**src/rtl/opcode_extract_if.sv**
```systemverilog
// Byte-queue input and decoded-opcode output bundle for opcode_extract.
// master: fetch queue / decode stage side; slave: opcode_extract side.
interface opcode_extract_if #(
  parameter int unsigned LEN_W = 4
) ();
  logic [7:0]       byte_in;
  logic             byte_valid;
  logic             byte_ready;
  logic [7:0]       opcode;
  logic             opcode_size;
  logic             pfx_opsize;
  logic             pfx_lock;
  logic             pfx_rep;
  logic             pfx_repne;
  logic             seg_ovr_v;
  logic [2:0]       seg_ovr;
  logic [LEN_W-1:0] instr_len;
  logic             err;
  logic             out_valid;
  logic             out_ready;

  modport master (
    output byte_in, byte_valid, out_ready,
    input  byte_ready, opcode, opcode_size, pfx_opsize, pfx_lock, pfx_rep,
           pfx_repne, seg_ovr_v, seg_ovr, instr_len, err, out_valid
  );

  modport slave (
    input  byte_in, byte_valid, out_ready,
    output byte_ready, opcode, opcode_size, pfx_opsize, pfx_lock, pfx_rep,
           pfx_repne, seg_ovr_v, seg_ovr, instr_len, err, out_valid
  );
endinterface

```
**src/rtl/opcode_extract.sv**
```systemverilog
// opcode_extract: byte-serial prefix stripper / 0x0F escape resolver feeding
// the microcode control store. Result held under a valid/ready handshake.
// Optional: define OPCODE_EXTRACT_FLUSH_EN to add a synchronous flush input.
module opcode_extract #(
  parameter int unsigned MAX_PREFIX = 4,
  parameter int unsigned LEN_W      = 4
) (
  input logic              clk,
  input logic              reset_n,
`ifdef OPCODE_EXTRACT_FLUSH_EN
  input logic              flush,
`endif
  opcode_extract_if.slave  bus
);

  localparam int unsigned CNT_W = $clog2(MAX_PREFIX + 1);

  typedef enum logic [1:0] {
    S_PFX = 2'd0,
    S_ESC = 2'd1,
    S_OUT = 2'd2
  } state_t;

  state_t           state_q, state_d;
  logic [CNT_W-1:0] cnt_q, cnt_d;
  logic [LEN_W-1:0] len_q, len_d;
  logic [7:0]       opcode_q, opcode_d;
  logic             size_q, size_d;
  logic             opsize_q, opsize_d;
  logic             lock_q, lock_d;
  logic             rep_q, rep_d;
  logic             repne_q, repne_d;
  logic             segv_q, segv_d;
  logic [2:0]       seg_q, seg_d;
  logic             err_q, err_d;

  logic             is_pfx;
  logic             seg_hit;
  logic [2:0]       seg_code;
  logic             byte_take;

  // Classify the incoming byte as a legacy prefix and decode segment overrides
  always_comb begin
    is_pfx   = 1'b0;
    seg_hit  = 1'b0;
    seg_code = 3'd0;
    case (bus.byte_in)
      8'h66, 8'hF0, 8'hF2, 8'hF3: is_pfx = 1'b1;
      8'h26: begin is_pfx = 1'b1; seg_hit = 1'b1; seg_code = 3'd0; end
      8'h2E: begin is_pfx = 1'b1; seg_hit = 1'b1; seg_code = 3'd1; end
      8'h36: begin is_pfx = 1'b1; seg_hit = 1'b1; seg_code = 3'd2; end
      8'h3E: begin is_pfx = 1'b1; seg_hit = 1'b1; seg_code = 3'd3; end
      8'h64: begin is_pfx = 1'b1; seg_hit = 1'b1; seg_code = 3'd4; end
      8'h65: begin is_pfx = 1'b1; seg_hit = 1'b1; seg_code = 3'd5; end
      default: ;
    endcase
  end

  assign byte_take = bus.byte_valid && (state_q != S_OUT);

  // Next-state and next-bundle logic
  always_comb begin
    state_d  = state_q;
    cnt_d    = cnt_q;
    len_d    = len_q;
    opcode_d = opcode_q;
    size_d   = size_q;
    opsize_d = opsize_q;
    lock_d   = lock_q;
    rep_d    = rep_q;
    repne_d  = repne_q;
    segv_d   = segv_q;
    seg_d    = seg_q;
    err_d    = err_q;

    unique case (state_q)
      S_PFX: begin
        if (byte_take) begin
          len_d = len_q + LEN_W'(1);
          if (is_pfx && (cnt_q < CNT_W'(MAX_PREFIX))) begin
            cnt_d = cnt_q + CNT_W'(1);
            if (bus.byte_in == 8'h66) opsize_d = 1'b1;
            if (bus.byte_in == 8'hF0) lock_d   = 1'b1;
            if (bus.byte_in == 8'hF3) rep_d    = 1'b1;
            if (bus.byte_in == 8'hF2) repne_d  = 1'b1;
            if (seg_hit) begin
              segv_d = 1'b1;
              seg_d  = seg_code;
            end
          end else if (is_pfx) begin
            // One prefix too many: hand the offending byte on flagged as an error
            opcode_d = bus.byte_in;
            size_d   = 1'b0;
            err_d    = 1'b1;
            state_d  = S_OUT;
          end else if (bus.byte_in == 8'h0F) begin
            state_d = S_ESC;
          end else begin
            opcode_d = bus.byte_in;
            size_d   = 1'b0;
            state_d  = S_OUT;
          end
        end
      end
      S_ESC: begin
        if (byte_take) begin
          opcode_d = bus.byte_in;
          size_d   = 1'b1;
          len_d    = len_q + LEN_W'(1);
          state_d  = S_OUT;
        end
      end
      S_OUT: begin
        if (bus.out_ready) begin
          cnt_d    = '0;
          len_d    = '0;
          size_d   = 1'b0;
          opsize_d = 1'b0;
          lock_d   = 1'b0;
          rep_d    = 1'b0;
          repne_d  = 1'b0;
          segv_d   = 1'b0;
          seg_d    = 3'd0;
          err_d    = 1'b0;
          state_d  = S_PFX;
        end
      end
      default: state_d = S_PFX;
    endcase

`ifdef OPCODE_EXTRACT_FLUSH_EN
    // Redirect flush wins over byte acceptance and the output handshake
    if (flush) begin
      cnt_d    = '0;
      len_d    = '0;
      size_d   = 1'b0;
      opsize_d = 1'b0;
      lock_d   = 1'b0;
      rep_d    = 1'b0;
      repne_d  = 1'b0;
      segv_d   = 1'b0;
      seg_d    = 3'd0;
      err_d    = 1'b0;
      state_d  = S_PFX;
    end
`endif
  end

  // State and bundle registers
  always_ff @(posedge clk or negedge reset_n) begin
    if (!reset_n) begin
      state_q  <= S_PFX;
      cnt_q    <= '0;
      len_q    <= '0;
      opcode_q <= 8'h00;
      size_q   <= 1'b0;
      opsize_q <= 1'b0;
      lock_q   <= 1'b0;
      rep_q    <= 1'b0;
      repne_q  <= 1'b0;
      segv_q   <= 1'b0;
      seg_q    <= 3'd0;
      err_q    <= 1'b0;
    end else begin
      state_q  <= state_d;
      cnt_q    <= cnt_d;
      len_q    <= len_d;
      opcode_q <= opcode_d;
      size_q   <= size_d;
      opsize_q <= opsize_d;
      lock_q   <= lock_d;
      rep_q    <= rep_d;
      repne_q  <= repne_d;
      segv_q   <= segv_d;
      seg_q    <= seg_d;
      err_q    <= err_d;
    end
  end

  assign bus.byte_ready  = (state_q != S_OUT);
  assign bus.out_valid   = (state_q == S_OUT);
  assign bus.opcode      = opcode_q;
  assign bus.opcode_size = size_q;
  assign bus.pfx_opsize  = opsize_q;
  assign bus.pfx_lock    = lock_q;
  assign bus.pfx_rep     = rep_q;
  assign bus.pfx_repne   = repne_q;
  assign bus.seg_ovr_v   = segv_q;
  assign bus.seg_ovr     = seg_q;
  assign bus.instr_len   = len_q;
  assign bus.err         = err_q;

endmodule

```
**src/flat_wrapper.sv**
```systemverilog
// flat-port wrapper written by rule: the top's interface ports become plain ports
module opcode_extract_flat 
#(
  parameter int unsigned MAX_PREFIX = 4,
  parameter int unsigned LEN_W      = 4
)
  (clk, reset_n, bus_byte_in, bus_byte_valid, bus_out_ready, bus_byte_ready, bus_opcode, bus_opcode_size, bus_pfx_opsize, bus_pfx_lock, bus_pfx_rep, bus_pfx_repne, bus_seg_ovr_v, bus_seg_ovr, bus_instr_len, bus_err, bus_out_valid);
  opcode_extract_if #(.LEN_W(LEN_W)) bus_i ();
  input logic clk;
  input logic reset_n;
  input wire logic [$bits(bus_i.byte_in)-1:0] bus_byte_in;
  input wire logic [$bits(bus_i.byte_valid)-1:0] bus_byte_valid;
  input wire logic [$bits(bus_i.out_ready)-1:0] bus_out_ready;
  output wire logic [$bits(bus_i.byte_ready)-1:0] bus_byte_ready;
  output wire logic [$bits(bus_i.opcode)-1:0] bus_opcode;
  output wire logic [$bits(bus_i.opcode_size)-1:0] bus_opcode_size;
  output wire logic [$bits(bus_i.pfx_opsize)-1:0] bus_pfx_opsize;
  output wire logic [$bits(bus_i.pfx_lock)-1:0] bus_pfx_lock;
  output wire logic [$bits(bus_i.pfx_rep)-1:0] bus_pfx_rep;
  output wire logic [$bits(bus_i.pfx_repne)-1:0] bus_pfx_repne;
  output wire logic [$bits(bus_i.seg_ovr_v)-1:0] bus_seg_ovr_v;
  output wire logic [$bits(bus_i.seg_ovr)-1:0] bus_seg_ovr;
  output wire logic [$bits(bus_i.instr_len)-1:0] bus_instr_len;
  output wire logic [$bits(bus_i.err)-1:0] bus_err;
  output wire logic [$bits(bus_i.out_valid)-1:0] bus_out_valid;
  assign bus_i.byte_in = bus_byte_in;
  assign bus_i.byte_valid = bus_byte_valid;
  assign bus_i.out_ready = bus_out_ready;
  assign bus_byte_ready = bus_i.byte_ready;
  assign bus_opcode = bus_i.opcode;
  assign bus_opcode_size = bus_i.opcode_size;
  assign bus_pfx_opsize = bus_i.pfx_opsize;
  assign bus_pfx_lock = bus_i.pfx_lock;
  assign bus_pfx_rep = bus_i.pfx_rep;
  assign bus_pfx_repne = bus_i.pfx_repne;
  assign bus_seg_ovr_v = bus_i.seg_ovr_v;
  assign bus_seg_ovr = bus_i.seg_ovr;
  assign bus_instr_len = bus_i.instr_len;
  assign bus_err = bus_i.err;
  assign bus_out_valid = bus_i.out_valid;
  opcode_extract #(.MAX_PREFIX(MAX_PREFIX), .LEN_W(LEN_W)) u_core (.clk(clk), .reset_n(reset_n), .bus(bus_i));
endmodule
```
**config.mk**
```make
export PLATFORM = sky130hd
export DESIGN_NAME = opcode_extract_flat
export DESIGN_NICKNAME = d
export VERILOG_FILES = /design/src/rtl/opcode_extract_if.sv /design/src/rtl/opcode_extract.sv /design/src/flat_wrapper.sv
export SDC_FILE = /design/constraint.sdc
export NUM_CORES = 1
export LEC_CHECK = 0
export ABC_AREA = 1
export BUFFER_PORTS_ARGS = -buffer_cell sky130_fd_sc_hd__buf_2
export CORE_ASPECT_RATIO = 1.2
export CORE_MARGIN = 1
export CORE_UTILIZATION = 50
export CTS_CLUSTER_SIZE = 10
export DETAILED_ROUTE_END_ITERATION = 16
export PLACE_DENSITY = 0.76
export SLEW_MARGIN = 20
export SYNTH_ARGS = -nofsm -noshare
export SYNTH_HDL_FRONTEND = slang
export SYNTH_SLANG_ARGS = --single-unit
```
**constraint.sdc**
```tcl
create_clock -name clk -period 1.8 [get_ports clk]
set_clock_uncertainty 0.15 [all_clocks]
set_input_delay 0.18 -clock clk [delete_from_list [all_inputs] [get_ports clk]]
set_output_delay 0.18 -clock clk [all_outputs]
set_load 0.05 [all_outputs]
```
### After elaboration in Yosys (flattened, before gate mapping)

Cells that the tools add are included.

| word-level totals | value |
|---|---|
| bits in writable memories | 0 |
| latch bits | 0 |
| word-level logic and storage cells | 121 |
| register bits | 27 |
| output and inout port bits | 24 |
| memories | 0 |
| bits of input ports | 12 |
| ROM bits | 0 |

| operators by class | value |
|---|---|
| eq/ne operators | 27 |
| multipliers | 0 |
| shift operators | 0 |
| reduce and logical (&&, ||, !) cells | 21 |
| magnitude comparators | 1 |
| muxes and demuxes | 58 |
| bitwise gates (word level) | 0 |
| div/mod/pow operators | 0 |
| $add $sub $neg | 2 |

Operators with widths:

| cell | number |
|---|---|
| 8-bit two-way mux | 5 |
| 5-bit AND reduction | 7 |
| 8-bit by 6-bit == test with 1-bit output (second input constant) | 4 |
| 1-bit two-way mux | 26 |
| 8-bit by 7-bit == test with 1-bit output (second input constant) | 3 |
| 8-bit == test (second input constant) | 3 |
| 2-bit by 1-bit inequality test with 1-bit output (second input constant) | 10 |
| 3-bit two-way mux | 6 |
| 8-bit case mux with 2 select lines | 1 |
| 3-bit case mux with 5 select lines | 1 |
| 2-bit two-way mux | 6 |
| 1-bit case mux with 2 select lines | 6 |
| 3-bit case mux with 2 select lines | 2 |
| 10-bit OR reduction | 1 |
| 8-bit by 4-bit == test with 1-bit output (second input constant) | 1 |
| 4-bit two-way mux | 2 |
| 4-bit case mux with 2 select lines | 1 |
| 4-bit AND reduction | 2 |
| 2-bit inequality test (second input constant) | 3 |
| 2-bit case mux with 3 select lines | 1 |
| 6-bit AND reduction | 1 |
| 2-bit nonzero test | 3 |
| 6-bit OR reduction | 1 |
| 4-bit by 1-bit adder with 4-bit output (second input constant) | 1 |
| 11 further kinds | 12 |

### Depth between registers and ports, before layout

| depth | value |
|---|---|
| depth after elaboration | 7 |
| mapped depth | 12 |
| mapped depth without buffers | 12 |

### Worst setup path after synthesis

OpenSTA, ideal clock, no wires.

| path | value |
|---|---|
| path kind | register to register |
| from | reg u_core.state_q[0] |
| to | reg u_core.seg_q[0] (netlist: u_core.bus.seg_ovr[0]) |
| path buffers | 0 |
| cell stages (with the launch flop) | 10 |
| library setup time | 0.119 ns |
| data arrival time | 1.656 ns |
| slack | -0.125 ns |
| clock period less this slack | 1.925 ns |
| required time | 1.531 ns |
| cell sequence | dfrtp_1 -> nor2_4 -> inv_4 -> or2_4 -> o21ai_2 -> nor2_2 -> inv_1 -> nor2_2 -> nand2_1 -> nand2_1 |

| on the way | value |
|---|---|
| elaborated cells on any way between the ends | 11 |
| classes of those cells | eq/ne (6); mux (1); reduce/logical (4) |

RTL lines:

| element | RTL line | text |
|---|---|---|
| start: declaration | opcode_extract.sv:24 | `state_t state_q, state_d;` |
| start signal: assignment | opcode_extract.sv:165 | `state_q <= state_d;` |
| 2-bit == test (*) | - |  |
| via bus_out_valid | flat_wrapper.sv:25 | `output wire logic [$bits(bus_i.out_valid)-1:0] bus_out_valid;` |
| 2-bit inequality test (no source line) or 2-bit nonzero test (tied branches) | - |  |
| 5-bit AND reduction (no source line) | - |  |
| end signal: assignment | opcode_extract.sv:175 | `seg_q <= seg_d;` |
| end: declaration | opcode_extract.sv:34 | `logic [2:0] seg_q, seg_d;` |

Mark *: on every way through the listed nets, which the timed path passes. The rest lies on a longest branch.
A chain may end at the register's enable or synchronous reset.

### Worst setup path in the final report

| path | value |
|---|---|
| from | reg u_core.state_q[0] |
| to | reg u_core.seg_q[0] (netlist: u_core.bus.seg_ovr[0]) |

| on the way | value |
|---|---|
| word-level cells in the longest chain between the ends | 4 |
| elaborated cells on any way between the ends | 11 |
| classes of those cells | eq/ne (6); mux (1); reduce/logical (4) |

RTL lines:

| element | RTL line | text |
|---|---|---|
| 2-bit inequality test | opcode_extract.sv:59 | `assign byte_take = bus.byte_valid && (state_q != S_OUT);` |
| 1-bit logical AND | opcode_extract.sv:59 |  |
| 2-bit by 1-bit inequality test with 1-bit output (no source line) | - |  |
| 5-bit AND reduction (no source line) | - |  |

Parallel ways exist; a longest one is shown, timed or not.

==> flow_results.org <==
** Power and ir drop
- Power spread over the standard cell area amounts to 1229 mW/mm2.
- Seq pwr share :: 38.3%
- IR analysis of the VDD net gives a maximum drop of 0.001035 V.
- Final total power :: 2.281 mW
- Net switching is 49.52% of the power.
- Logic pwr share :: 49.6%
- Cell-internal power :: 1.151 mW
- Static Leakage :: 1.043 nW
- Switching power summed over all nets :: 1.129 mW
- Of the total power, the clock network draws 12.1%.

** Die
- The floorplan has 21 rows.
- Starting density of the core :: 52.69%
- I/O pin count :: 36
- The floorplan step defined a core boundary enclosing 0.002811 mm2.
- Die outline width :: 51.69 um
- Die Outline Area :: 0.003185 mm2
- DIE HEIGHT :: 61.63 um

** Placement
- Summing all placed instances gives a cell area of 0.001742 mm2.
- Worst-case setup slack after placement :: -0.02256 ns
- The HPWL after detailed placement is 2369 um.
- Including well taps, the total number of placed cells is 268.
- Input/output buffers :: 35
- Routability congestion estimate :: 0.8903

** Final layout
- In the final layout, the multi-input gates occupy 714.4 um2.
- Once layout is complete, the cells apart from fillers number 281.
- The top cell types in the final layout, fill and taps aside, are 71 x sky130_fd_sc_hd__nand2_1, 35 x sky130_fd_sc_hd__buf_2, 26 x sky130_fd_sc_hd__dfrtp_1.
- Number of fillers in the final layout :: 260
- Final standard cell area without fillers :: 0.001856 mm2
- Leaving out fill and tap cells, the most frequent cell in the layout is sky130_fd_sc_hd__nand2_1.
- Final net count :: 262
- Of the cells placed in the final design, the portion with a size suffix greater than 1 is 24.70%.
- From synthesis to final layout, the design area changed by 25.25%.
- Across the whole layout, storage elements account for 676.9 um2.
- N_diodes :: 0

** Critical path
- The worst register-to-register path has a depth of 9.
- Beginning of the worst register-to-register path :: u_core.state_q[0]
- STA classifies the critical path endpoint as a flop.
- Cell-by-cell trace of the critical path :: nor2_4, inv_6, or2_4, o21ai_4, nor2_2, inv_1, nor2_2, nand2_1, nand2_1
- The endpoint identified for the worst register-to-register timing path is u_core.bus.seg_ovr[0].
- The largest individual stage delay along the critical path comes from the cell sky130_fd_sc_hd__dfrtp_2.
- The worst setup path is launched from a flop.
- Required arrival time at the worst endpoint :: 1.89 ns
- Arrival time at the worst endpoint :: 1.79 ns
- Of all nets on the critical path, the largest fanout is 8.
- The critical path in this run is classified as flop to flop.
- Slack of the worst reg-to-reg path :: 0.10 ns
- On the worst path, the slowest cell contributes a delay of 0.50 ns.

** Route
- Final Routed Wirelength :: 3452 um
- Using the TritonRoute via totals, the vias-per-cell ratio works out to 5.100.
- In this run the remaining antenna-violating nets after routing total 0.
- The detailed router finished its first iteration with 45 violations.
- The first TritonRoute pass finished after 5 iterations.
- After detailed routing, the number of remaining DRC violations is 0.
- Detailed routing inserted a total of 1433 vias.
- Average wire length per cell after detail routing :: 12.28 um

** Timing
- For this run, the top clock speed supported by timing is 588.8 MHz.
- Once routing completed, OpenROAD measured the worst setup slack at 0.1015 ns.
- The final critical path takes up 94.36% of the cycle.
- Worst Tran Pin Value :: 0.6101 ns
- Final-layout setup total negative slack :: 0 ns
- The max-slew violation count is 0.
- Endpoints failing setup :: 0
- Unrepaired setup endpoints after global routing :: yes
- The final count of hold timing violations was 0.
- Clock period minus worst slack :: 1.698 ns
- Worst rel slew slack :: 59.33%

** Global route
- Global routing used 24.78% of the available tracks across all layers.
- Entering global routing, the biggest net connects 28 pins.
- Number of global-route vias before repair :: 1385
- The initial antenna violation count came to 0.
- Gr ovfl total :: 0
- The first global-routing pass estimated 5844 um of wire.

** Clock tree
- TritonCTS created 3 clock buffers.
- In this run the number of H-tree levels came out at 1.
- The number of gates resized after CTS was 0.
- Clock latency on the worst-skew pair, taken at its later pin, is 0.33 ns.
- CTS saw 27 sinks.
- CTS root buffer :: sky130_fd_sc_hd__clkbuf_4
- CTS tree :: yes
- No sink is reached through more buffers than the 2 on the longest clock path.
- After clock tree synthesis, the clock-pin slew on the worst setup and hold paths is 0.15 ns.

** Synth
- Averaged over all synthesized cells, the footprint is 7.558 um2.
- Post-synthesis cell area :: 0.001481 mm2
- During synthesis, Yosys emitted a total of 0 warnings.
- Post-synthesis cell count :: 196
- Register bit count reported by yosys :: 27
- Of the synthesized area, sequential elements account for 45.61%.
- The number of nets in the synthesized netlist is 210.
- Synth cell types :: 27

** Worst hold path
- Startpoint of the lowest-slack hold path :: bus_byte_in[1]
- Along the worst hold path, the cell count comes to 3.
- The path with the worst hold slack has its endpoint at u_core.bus.opcode[1].
- The path class of the tightest hold or removal check is primary input to flop.

** Run status
- The run finished with clean final reports.

** Job
- Max-cap violations in this run came to 0.
## metrics by stage
step | util, % | hold slack, ns
global route | 66.00 | 0.006011
floorplan | - | -0.2656
global placement | 61.95 | 0.07248
finish | 66.00 | 0.01657
CTS | 65.73 | 0.01332
detailed placement | 61.95 | 0.07656
## critical path, delay by kind of cell (launching register included)
family | cells | cell delay [ns]
simple gates | 6 | 0.73
flops | 1 | 0.50
buf+inv | 2 | 0.14
compound gates | 1 | 0.08
## sequential cells by signal, indices dropped and copies added, names as in the netlist, 2 cells and up
register	count
u_core.bus.instr_len	4
u_core.state_q	2
u_core.cnt_q	3
u_core.bus.seg_ovr	3
u_core.bus.opcode	8
## what timing repair did
action	CTS	global route
setup buffers	0	1
endpoints found under the setup margin	0	1
hold buffers	8	0
hold endpoints to repair	34	0
## per-layer routing
layer | vias up | share of wire (%) | track usage (%)
li1 | 735 | - | -
met1 | 647 | 45 | 28.50
met2 | 39 | 48 | 45.64
met3 | 12 | 4.2 | 3.210
met4 | 0 | 2.7 | 11.58
met5 | - | 0 | 0
## worst max-delay path by stage
stage,from,end,slack [ns],cells after the start
after floorplan,u_core.state_q[1],u_core.bus.seg_ovr[0],-0.07,10
after global placement,bus_byte_in[0],u_core.bus.opcode[0],0.01,12
after detailed placement,bus_byte_in[0],u_core.bus.opcode[1],-0.02,12
after CTS,u_core.state_q[0],u_core.cnt_q[0],0.12,8
after global routing,u_core.state_q[0],u_core.bus.seg_ovr[0],-0.01,9
final,u_core.state_q[0],u_core.bus.seg_ovr[0],0.10,9
## synth_stat cells
cell type	n	area share (%)
sky130_fd_sc_hd__nor3_1	1	0.34
sky130_fd_sc_hd__or2_2	2	0.84
sky130_fd_sc_hd__ha_1	2	1.7
sky130_fd_sc_hd__a21boi_1	1	0.51
sky130_fd_sc_hd__nand2_1	71	18
sky130_fd_sc_hd__nand3_2	3	2.0
sky130_fd_sc_hd__nor2_4	2	1.5
sky130_fd_sc_hd__nand2_2	1	0.42
sky130_fd_sc_hd__xor2_1	1	0.59
sky130_fd_sc_hd__nand2_4	1	0.76
sky130_fd_sc_hd__nand4_1	16	6.8
sky130_fd_sc_hd__inv_2	1	0.25
sky130_fd_sc_hd__o21ai_1	3	1.0
sky130_fd_sc_hd__inv_4	1	0.42
sky130_fd_sc_hd__buf_2	2	0.68
sky130_fd_sc_hd__nand3b_1	2	1.0
sky130_fd_sc_hd__o21ai_2	1	0.59
sky130_fd_sc_hd__a21oi_1	3	1.0
sky130_fd_sc_hd__or2_4	1	0.59
sky130_fd_sc_hd__o21ai_0	3	1.0
sky130_fd_sc_hd__nor2_2	2	0.84
sky130_fd_sc_hd__dfrtp_1	27	46
sky130_fd_sc_hd__o22ai_1	1	0.42
sky130_fd_sc_hd__nand3_1	11	3.7
sky130_fd_sc_hd__inv_1	20	5.1
sky130_fd_sc_hd__clkbuf_1	1	0.25
sky130_fd_sc_hd__nor2_1	16	4.1
## power groups by stage
| stage | sequential [mW] | combinational, mW | clock (mW) |
|---|---|---|---|
| after floorplan | 1.34 | 0.391 | 0 |
| after global placement | 0.883 | 1.10 | 0 |
| after detailed placement | 0.885 | 1.11 | 0 |
| after CTS | 0.872 | 1.13 | 0.274 |
| after global routing | 0.897 | 1.23 | 0.297 |
| final | 0.874 | 1.13 | 0.277 |
## kinds of logic after synthesis
| logic type | after synthesis | share of synthesized area, % |
|---|---|---|
| DFF | 27 | 45.61 |
| buffers and inverters | 25 | 6.672 |
| xor gates and xnor gates | 1 | 0.5913 |
| AOI/OAI and AO/OA | 12 | 4.560 |
| adders and majority gates | 2 | 1.689 |
| and+or+nand+nor | 129 | 40.88 |
## area by class of cell
cell class / count / area share, %
Multi-Input combinational cell: 144 / 38.50
Sequential cell: 27 / 36.48
Timing Repair Buffer: 50 / 16.59
Inverter: 22 / 4.720
Tap cell: 34 / 2.293
Clock buffer: 4 / 1.416
Power figures use the tool's default switching activity.
